==> src/rtl/mips_isa_pkg.sv <==
// MIPS ISA constants shared by the instruction assembler and the control decoder:
// mnemonic kinds, op/func codes, NOP, and the assembler FSM state type.
package mips_isa_pkg;

    // Codes 0-13 are legal mnemonics; 14 and 15 are illegal.
    typedef enum logic [3:0] {
        KindAdd  = 4'd0,
        KindSub  = 4'd1,
        KindAnd  = 4'd2,
        KindOr   = 4'd3,
        KindXor  = 4'd4,
        KindNor  = 4'd5,
        KindAddi = 4'd6,
        KindAndi = 4'd7,
        KindOri  = 4'd8,
        KindXori = 4'd9,
        KindLw   = 4'd10,
        KindSw   = 4'd11,
        KindBeq  = 4'd12,
        KindBne  = 4'd13
    } inst_kind_e;

    localparam logic [5:0] OpRtype = 6'b000000;
    localparam logic [5:0] OpAddi  = 6'b001000;
    localparam logic [5:0] OpAndi  = 6'b001100;
    localparam logic [5:0] OpOri   = 6'b001101;
    localparam logic [5:0] OpXori  = 6'b001110;
    localparam logic [5:0] OpLw    = 6'b100011;
    localparam logic [5:0] OpSw    = 6'b101011;
    localparam logic [5:0] OpBeq   = 6'b000100;
    localparam logic [5:0] OpBne   = 6'b000101;

    localparam logic [5:0] FuncAdd = 6'b100000;
    localparam logic [5:0] FuncSub = 6'b100010;
    localparam logic [5:0] FuncAnd = 6'b100100;
    localparam logic [5:0] FuncOr  = 6'b100101;
    localparam logic [5:0] FuncXor = 6'b100110;
    localparam logic [5:0] FuncNor = 6'b100111;

    localparam logic [31:0] InstNop = 32'h0000_0000;

    typedef enum logic [1:0] {
        StIdle = 2'd0,
        StLoad = 2'd1,
        StPad  = 2'd2,
        StDone = 2'd3
    } asm_state_e;

    function automatic logic [31:0] pack_r(input logic [4:0] rs, input logic [4:0] rt,
                                           input logic [4:0] rd, input logic [5:0] func);
        return {OpRtype, rs, rt, rd, 5'b00000, func};
    endfunction

    function automatic logic [31:0] pack_i(input logic [5:0] op, input logic [4:0] rs,
                                           input logic [4:0] rt, input logic [15:0] imm);
        return {op, rs, rt, imm};
    endfunction

endpackage

==> src/rtl/inst_assembler_if.sv <==
// Symbolic-instruction stream into the assembler: valid/ready handshake plus fields.
interface inst_assembler_if;

    logic        in_valid;
    logic        in_ready;
    logic        in_last;
    logic [3:0]  in_kind;
    logic [4:0]  in_rs;
    logic [4:0]  in_rt;
    logic [4:0]  in_rd;
    logic [15:0] in_imm;

    modport master (
        output in_valid, in_last, in_kind, in_rs, in_rt, in_rd, in_imm,
        input  in_ready
    );

    modport slave (
        input  in_valid, in_last, in_kind, in_rs, in_rt, in_rd, in_imm,
        output in_ready
    );

endinterface

==> src/rtl/inst_encode.sv <==
// Combinational encoder: symbolic {kind, rs, rt, rd, imm} -> 32-bit MIPS word and legal flag.
module inst_encode
    import mips_isa_pkg::*;
(
    input  logic [3:0]  kind_i,
    input  logic [4:0]  rs_i,
    input  logic [4:0]  rt_i,
    input  logic [4:0]  rd_i,
    input  logic [15:0] imm_i,
    output logic [31:0] word_o,
    output logic        legal_o
);

    always_comb begin
        word_o  = InstNop;
        legal_o = 1'b1;
        case (kind_i)
            KindAdd:  word_o = pack_r(rs_i, rt_i, rd_i, FuncAdd);
            KindSub:  word_o = pack_r(rs_i, rt_i, rd_i, FuncSub);
            KindAnd:  word_o = pack_r(rs_i, rt_i, rd_i, FuncAnd);
            KindOr:   word_o = pack_r(rs_i, rt_i, rd_i, FuncOr);
            KindXor:  word_o = pack_r(rs_i, rt_i, rd_i, FuncXor);
            KindNor:  word_o = pack_r(rs_i, rt_i, rd_i, FuncNor);
            KindAddi: word_o = pack_i(OpAddi, rs_i, rt_i, imm_i);
            KindAndi: word_o = pack_i(OpAndi, rs_i, rt_i, imm_i);
            KindOri:  word_o = pack_i(OpOri, rs_i, rt_i, imm_i);
            KindXori: word_o = pack_i(OpXori, rs_i, rt_i, imm_i);
            KindLw:   word_o = pack_i(OpLw, rs_i, rt_i, imm_i);
            KindSw:   word_o = pack_i(OpSw, rs_i, rt_i, imm_i);
            KindBeq:  word_o = pack_i(OpBeq, rs_i, rt_i, imm_i);
            KindBne:  word_o = pack_i(OpBne, rs_i, rt_i, imm_i);
            default:  legal_o = 1'b0;
        endcase
    end

endmodule

==> src/rtl/inst_assembler.sv <==
// Streaming MIPS assembler: encodes one symbolic instruction per handshake and writes it to
// consecutive imem words. Define ASM_NOP_PAD_EN to NOP-fill the memory tail before done.
module inst_assembler
    import mips_isa_pkg::*;
#(
    parameter int unsigned ADDR_W    = 6,
    parameter int unsigned BASE_ADDR = 0
) (
    input  logic              clk,
    input  logic              reset,
    input  logic              start,
    inst_assembler_if.slave   in_bus,
    output logic              imem_we,
    output logic [ADDR_W-1:0] imem_addr,
    output logic [31:0]       imem_wdata,
    output logic              done,
    output logic              err_kind,
    output logic              err_ovf,
    output logic [ADDR_W:0]   word_count
);

    localparam logic [ADDR_W-1:0] BaseAddr = ADDR_W'(BASE_ADDR);
    localparam logic [ADDR_W:0]   MaxCount = (ADDR_W + 1)'((2 ** ADDR_W) - BASE_ADDR);

    asm_state_e        state_q;
    logic              in_ready_q;
    logic [ADDR_W-1:0] addr_q;
    logic [31:0]       enc_word;
    logic              enc_legal;
    logic              fire;
    logic              full;

    inst_encode u_encode (
        .kind_i  (in_bus.in_kind),
        .rs_i    (in_bus.in_rs),
        .rt_i    (in_bus.in_rt),
        .rd_i    (in_bus.in_rd),
        .imm_i   (in_bus.in_imm),
        .word_o  (enc_word),
        .legal_o (enc_legal)
    );

    assign in_bus.in_ready = in_ready_q;
    assign fire            = in_bus.in_valid && in_ready_q;
    // Counter reaching the top of memory means the address counter has wrapped.
    assign full            = (word_count == MaxCount);

    always_ff @(posedge clk or posedge reset) begin
        if (reset) begin
            state_q    <= StIdle;
            in_ready_q <= 1'b0;
            addr_q     <= BaseAddr;
            imem_we    <= 1'b0;
            imem_addr  <= BaseAddr;
            imem_wdata <= 32'h0;
            done       <= 1'b0;
            err_kind   <= 1'b0;
            err_ovf    <= 1'b0;
            word_count <= '0;
        end else begin
            imem_we <= 1'b0;
            case (state_q)
                StIdle, StDone: begin
                    // done trails DONE entry by a cycle so the final write has drained.
                    if (state_q == StDone) begin
                        done <= 1'b1;
                    end
                    if (start) begin
                        state_q    <= StLoad;
                        in_ready_q <= 1'b1;
                        addr_q     <= BaseAddr;
                        done       <= 1'b0;
                        err_kind   <= 1'b0;
                        err_ovf    <= 1'b0;
                        word_count <= '0;
                    end
                end
                StLoad: begin
                    if (fire) begin
                        if (!enc_legal) begin
                            err_kind <= 1'b1;
                        end else if (full) begin
                            err_ovf    <= 1'b1;
                            in_ready_q <= 1'b0;
                            state_q    <= StDone;
                        end else begin
                            imem_we    <= 1'b1;
                            imem_addr  <= addr_q;
                            imem_wdata <= enc_word;
                            addr_q     <= addr_q + 1'b1;
                            word_count <= word_count + 1'b1;
                        end
                        if (in_bus.in_last && !(enc_legal && full)) begin
                            in_ready_q <= 1'b0;
`ifdef ASM_NOP_PAD_EN
                            state_q    <= StPad;
`else
                            state_q    <= StDone;
`endif
                        end
                    end
                end
`ifdef ASM_NOP_PAD_EN
                StPad: begin
                    if (full) begin
                        state_q <= StDone;
                    end else begin
                        imem_we    <= 1'b1;
                        imem_addr  <= addr_q;
                        imem_wdata <= InstNop;
                        addr_q     <= addr_q + 1'b1;
                        word_count <= word_count + 1'b1;
                    end
                end
`endif
                default: begin
                    state_q    <= StIdle;
                    in_ready_q <= 1'b0;
                end
            endcase
        end
    end

endmodule

==> src/flat_wrapper.sv <==
// flat-port wrapper written by rule: the top's interface ports become plain ports
module inst_assembler_flat import mips_isa_pkg::*;
#(
    parameter int unsigned ADDR_W    = 6,
    parameter int unsigned BASE_ADDR = 0
)
  (clk, reset, start, imem_we, imem_addr, imem_wdata, done, err_kind, err_ovf, word_count, in_bus_in_valid, in_bus_in_last, in_bus_in_kind, in_bus_in_rs, in_bus_in_rt, in_bus_in_rd, in_bus_in_imm, in_bus_in_ready);
  inst_assembler_if in_bus_i ();
  input  logic clk;
  input  logic reset;
  input  logic start;
  output logic imem_we;
  output logic [ADDR_W-1:0] imem_addr;
  output logic [31:0] imem_wdata;
  output logic done;
  output logic err_kind;
  output logic err_ovf;
  output logic [ADDR_W:0] word_count;
  input wire logic [$bits(in_bus_i.in_valid)-1:0] in_bus_in_valid;
  input wire logic [$bits(in_bus_i.in_last)-1:0] in_bus_in_last;
  input wire logic [$bits(in_bus_i.in_kind)-1:0] in_bus_in_kind;
  input wire logic [$bits(in_bus_i.in_rs)-1:0] in_bus_in_rs;
  input wire logic [$bits(in_bus_i.in_rt)-1:0] in_bus_in_rt;
  input wire logic [$bits(in_bus_i.in_rd)-1:0] in_bus_in_rd;
  input wire logic [$bits(in_bus_i.in_imm)-1:0] in_bus_in_imm;
  output wire logic [$bits(in_bus_i.in_ready)-1:0] in_bus_in_ready;
  assign in_bus_i.in_valid = in_bus_in_valid;
  assign in_bus_i.in_last = in_bus_in_last;
  assign in_bus_i.in_kind = in_bus_in_kind;
  assign in_bus_i.in_rs = in_bus_in_rs;
  assign in_bus_i.in_rt = in_bus_in_rt;
  assign in_bus_i.in_rd = in_bus_in_rd;
  assign in_bus_i.in_imm = in_bus_in_imm;
  assign in_bus_in_ready = in_bus_i.in_ready;
  inst_assembler #(.ADDR_W(ADDR_W), .BASE_ADDR(BASE_ADDR)) u_core (.clk(clk), .reset(reset), .start(start), .in_bus(in_bus_i), .imem_we(imem_we), .imem_addr(imem_addr), .imem_wdata(imem_wdata), .done(done), .err_kind(err_kind), .err_ovf(err_ovf), .word_count(word_count));
endmodule
==> config.mk <==
export PLATFORM = sky130hd
export DESIGN_NAME = inst_assembler_flat
export DESIGN_NICKNAME = d
export VERILOG_FILES = /design/src/rtl/mips_isa_pkg.sv /design/src/rtl/inst_assembler_if.sv /design/src/rtl/inst_encode.sv /design/src/rtl/inst_assembler.sv /design/src/flat_wrapper.sv
export SDC_FILE = /design/constraint.sdc
export NUM_CORES = 1
export LEC_CHECK = 0
export CORE_AREA = 2 2 85 87
export CTS_CLUSTER_SIZE = 10
export DETAILED_ROUTE_END_ITERATION = 7
export DIE_AREA = 0 0 87 89
export HOLD_SLACK_MARGIN = 0.05
export PLACE_DENSITY = 0.73
export SYNTH_ARGS = -nofsm -noshare
export SYNTH_HDL_FRONTEND = slang
export SYNTH_SLANG_ARGS = --single-unit
export TNS_END_PERCENT = 30
==> constraint.sdc <==
create_clock -name clk -period 2.4 [get_ports clk]
set_clock_uncertainty 0.2 [all_clocks]
set_input_delay 0.48 -clock clk [delete_from_list [all_inputs] [get_ports clk]]
set_output_delay 0.48 -clock clk [all_outputs]
set_load 0.01 [all_outputs]
==> run metrics <==
status=finished clean; metal2 WL=2.92 mm; P_int=0.00153 W; sequential-to-total area share from yosys stat=0.514; Design Area, Final=0.00407 mm^2; xor/xnor share of the synthesized area=0.0347; top routing layer in use=met4; DP Wirelength=4.93 mm; simple-gate portion of the synthesized area=0.221; Num CTS Buffers=9; # nets final=454; gr usage total=0.187; CP startpoint=u_core.word_count[0]; Ports=90; crit path DAT=2.27 ns; Clock Sink Count=57; Clock Power Share=0.431; FFs w/ async S/R, synth=1.00; Max FO, Critical Path=5; endpoint class of the critical path=flip-flop; fraction of layout cells with a size suffix above 1=0.128; Starting DRT DRC Count=85; Rel. slew slack=0.597; Final TNS setup=0 ns; syn_nets=349; post-place setup slack=-0.143 ns; number of port buffers=88; Synth Cell Area=0.00278 mm^2; reg2reg start=u_core.word_count[0]; H-tree lvl count=3; adder-cell area share of the yosys netlist=0.0271; Bufs on Longest Clock Path=2; Initial Util=0.413; number of max-cap violations=0; Pins Over Slew Limit=0; Logic pwr share=0.077; Post-DRT Antenna Nets=0; vias=between 2000 and 2500; CTS tree=built; most common cell after layout, fill and taps aside=nand2_1; n_diodes=0; first-pass GRT wire length=11.2 mm; DIE AREA=0.00774 mm^2; leakage power=between 1.5 and 2 nW; Fin. Hold Viols=0; critical path class=reg2reg; Util after Layout=0.606; clk slew on worst S/H paths=about 0.06 ns; r2r endpoint=u_core.word_count[6]; Rows=30; TritonRoute pass-1 iters=4; worst vdd ir=approximately 0.00023 V; core area=between 0.006 and 0.007 mm^2; vias per cell=between 4 and 5; DRC viols=0; PD cells=480 mW/mm^2; hold buffers post-CTS=0; FF-to-FF path depth=6; overall power=0.00195 W; Yosys warning total=0; Remaining Overflow, GRT=0; crit path time final=2.25 ns; antenna violations before repair=0; Worst-Margin Slew=roughly 0.60 ns; placed instance area=between 0.003 and 0.004 mm^2; Post-synth top flop=dfrtp_1; largest net degree at the start of global routing=46; vias in the first global route=around 2400; Tightest Hold Check Type=in2async; clock tree root driver cell=clkbuf_8; setup ws final=0.145 ns; Syn-to-layout area delta=46.7%; WL met3=405 um; Die Ht=89 um; Switching Share=0.217; Post-Route WL=6.62 mm; DRT met1 WL=3.18 mm; commonest cells after routing, fill and taps aside=nand2_1 (94), clkdlybuf4s50_1 (88), dfrtp_1 (57); Die Width=~87 um; Post-CTS Setup Repair Bufs=0; P_sw=around 0.00042 W; fmax=roughly 440 MHz; routed length per instance=13.4 um; Synth cell types=between 40 and 50; Post-synth EDFFs=0; Synth Instances=303; final worst path period share=0.939; multiplexer share of the synthesized area=0.0158; #FFs+latches synth=57; compound-gate portion of the synthesized area=0.143; number of setup violations in the final report=0; main combinational cell family by area after synthesis=simple AND/OR/NAND/NOR gates; RSZ-0062 raised after global routing=no; clk_lat worst skew=around 0.33 ns; Placer Congestion=0.894; CP required=around 2.4 ns; Seq pwr share=0.492; Worst setup SP type=flip-flop; mean area per synthesized cell=9.16 um^2; r2r setup slk=0.15 ns
-- what timing repair did --
item / in CTS / in global routing
hold endpoints to repair: 0 / 0
endpoints found under the setup margin: 0 / 2
resized for setup: 0 / 1
-- cell usage after synthesis, drive strengths merged, types with 2 or more instances --
cell | count | area [um^2]
inv | 9 | 33.8
a31oi | 8 | 50.1
clkbuf | 9 | 33.8
mux2 | 3 | 33.8
nor2b | 3 | 18.8
a211oi | 4 | 30.0
xor2 | 5 | 43.8
buf | 7 | 48.8
a21oi | 11 | 55.1
a2111oi | 2 | 36.3
nor4b | 2 | 17.5
nand3 | 12 | 60.1
a32o | 2 | 20.0
o21ai | 16 | 80.1
nand2 | 95 | 357
ha | 6 | 75.1
nor2 | 20 | 75.1
xnor2 | 6 | 52.6
nor3 | 4 | 20.0
dfrtp | 57 | 1430
a22oi | 2 | 15.0
and2 | 2 | 13.8
-- through the flow --
step / cells / hold WS [ns]
floorplan: 303 / 0.259
global placement: 477 / 0.249
detailed placement: 477 / 0.257
CTS: 493 / 0.207
global route: 493 / 0.235
finish: 493 / 0.210
-- logic make-up (layout without fill, tap and decap cells) --
| family | after synthesis | after routing |
|---|---|---|
| buf+inv | 26 | 136 |
| simple gates | 143 | 143 |
| mux | 4 | 4 |
| flops | 57 | 57 |
| xor+xnor | 11 | 11 |
| compound gates | 55 | 55 |
| other cells | 1 | 1 |
| fa+ha+maj | 6 | 6 |
-- worst max-delay path, stage by stage, from the launching register on --
cell	delay (ns)
dfrtp_1	0.43
inv_1	0.10
ha_1	0.27
a311o_4	0.41
a2111oi_4	0.41
a211oi_1	0.12
a31o_1	0.20
-- how the worst max path moves through the flow --
stage,to,cells past startpoint
3_5_place_dp,u_core.word_count[6],6
2_1_floorplan,u_core.word_count[6],7
6_report,u_core.word_count[6],6
5_1_grt,u_core.word_count[6],6
4_1_cts,u_core.word_count[6],7
3_3_place_gp,u_core.word_count[6],6
-- routing by layer --
| layer | GRT usage | vias to the layer above |
|---|---|---|
| met1 | 0.260 | 1124 |
| li1 | - | 1224 |
| met4 | 0.0952 | 0 |
| met5 | 0 | - |
| met2 | 0.274 | 84 |
| met3 | 0.0406 | 9 |
-- power by group through the flow --
stage	clock, W	combinational, W	sequential [W]
finish	0.000842	0.000150	0.000961
floorplan	0	0.0000620	0.000979
CTS	0.000864	0.000153	0.000961
global route	0.000911	0.000165	0.000960
detailed placement	0	0.000152	0.000979
global placement	0	0.000150	0.000979
-- registers in the layout, summed over array words and instances, names as in the netlist --
register and flops:
u_core.addr_q 6, u_core.imem_addr 6, u_core.err_ovf 1, u_core.imem_we 1
u_core.state_q 2, u_core.done 1, u_core.imem_wdata 31, u_core.err_kind 1
u_core.in_bus.in_ready 1, u_core.word_count 7
-- layout make-up --
type	instances	area [um^2]
Multi-Input combinational cell	220	1240
Clock buffer	14	183
Fill cell	601	2650
Tap cell	80	100
Sequential cell	57	1430
Inverter	10	37.5
Timing Repair Buffer	110	1070
Clock inverter	2	10.0
Note: power is estimated with default switching activity, not from simulation.
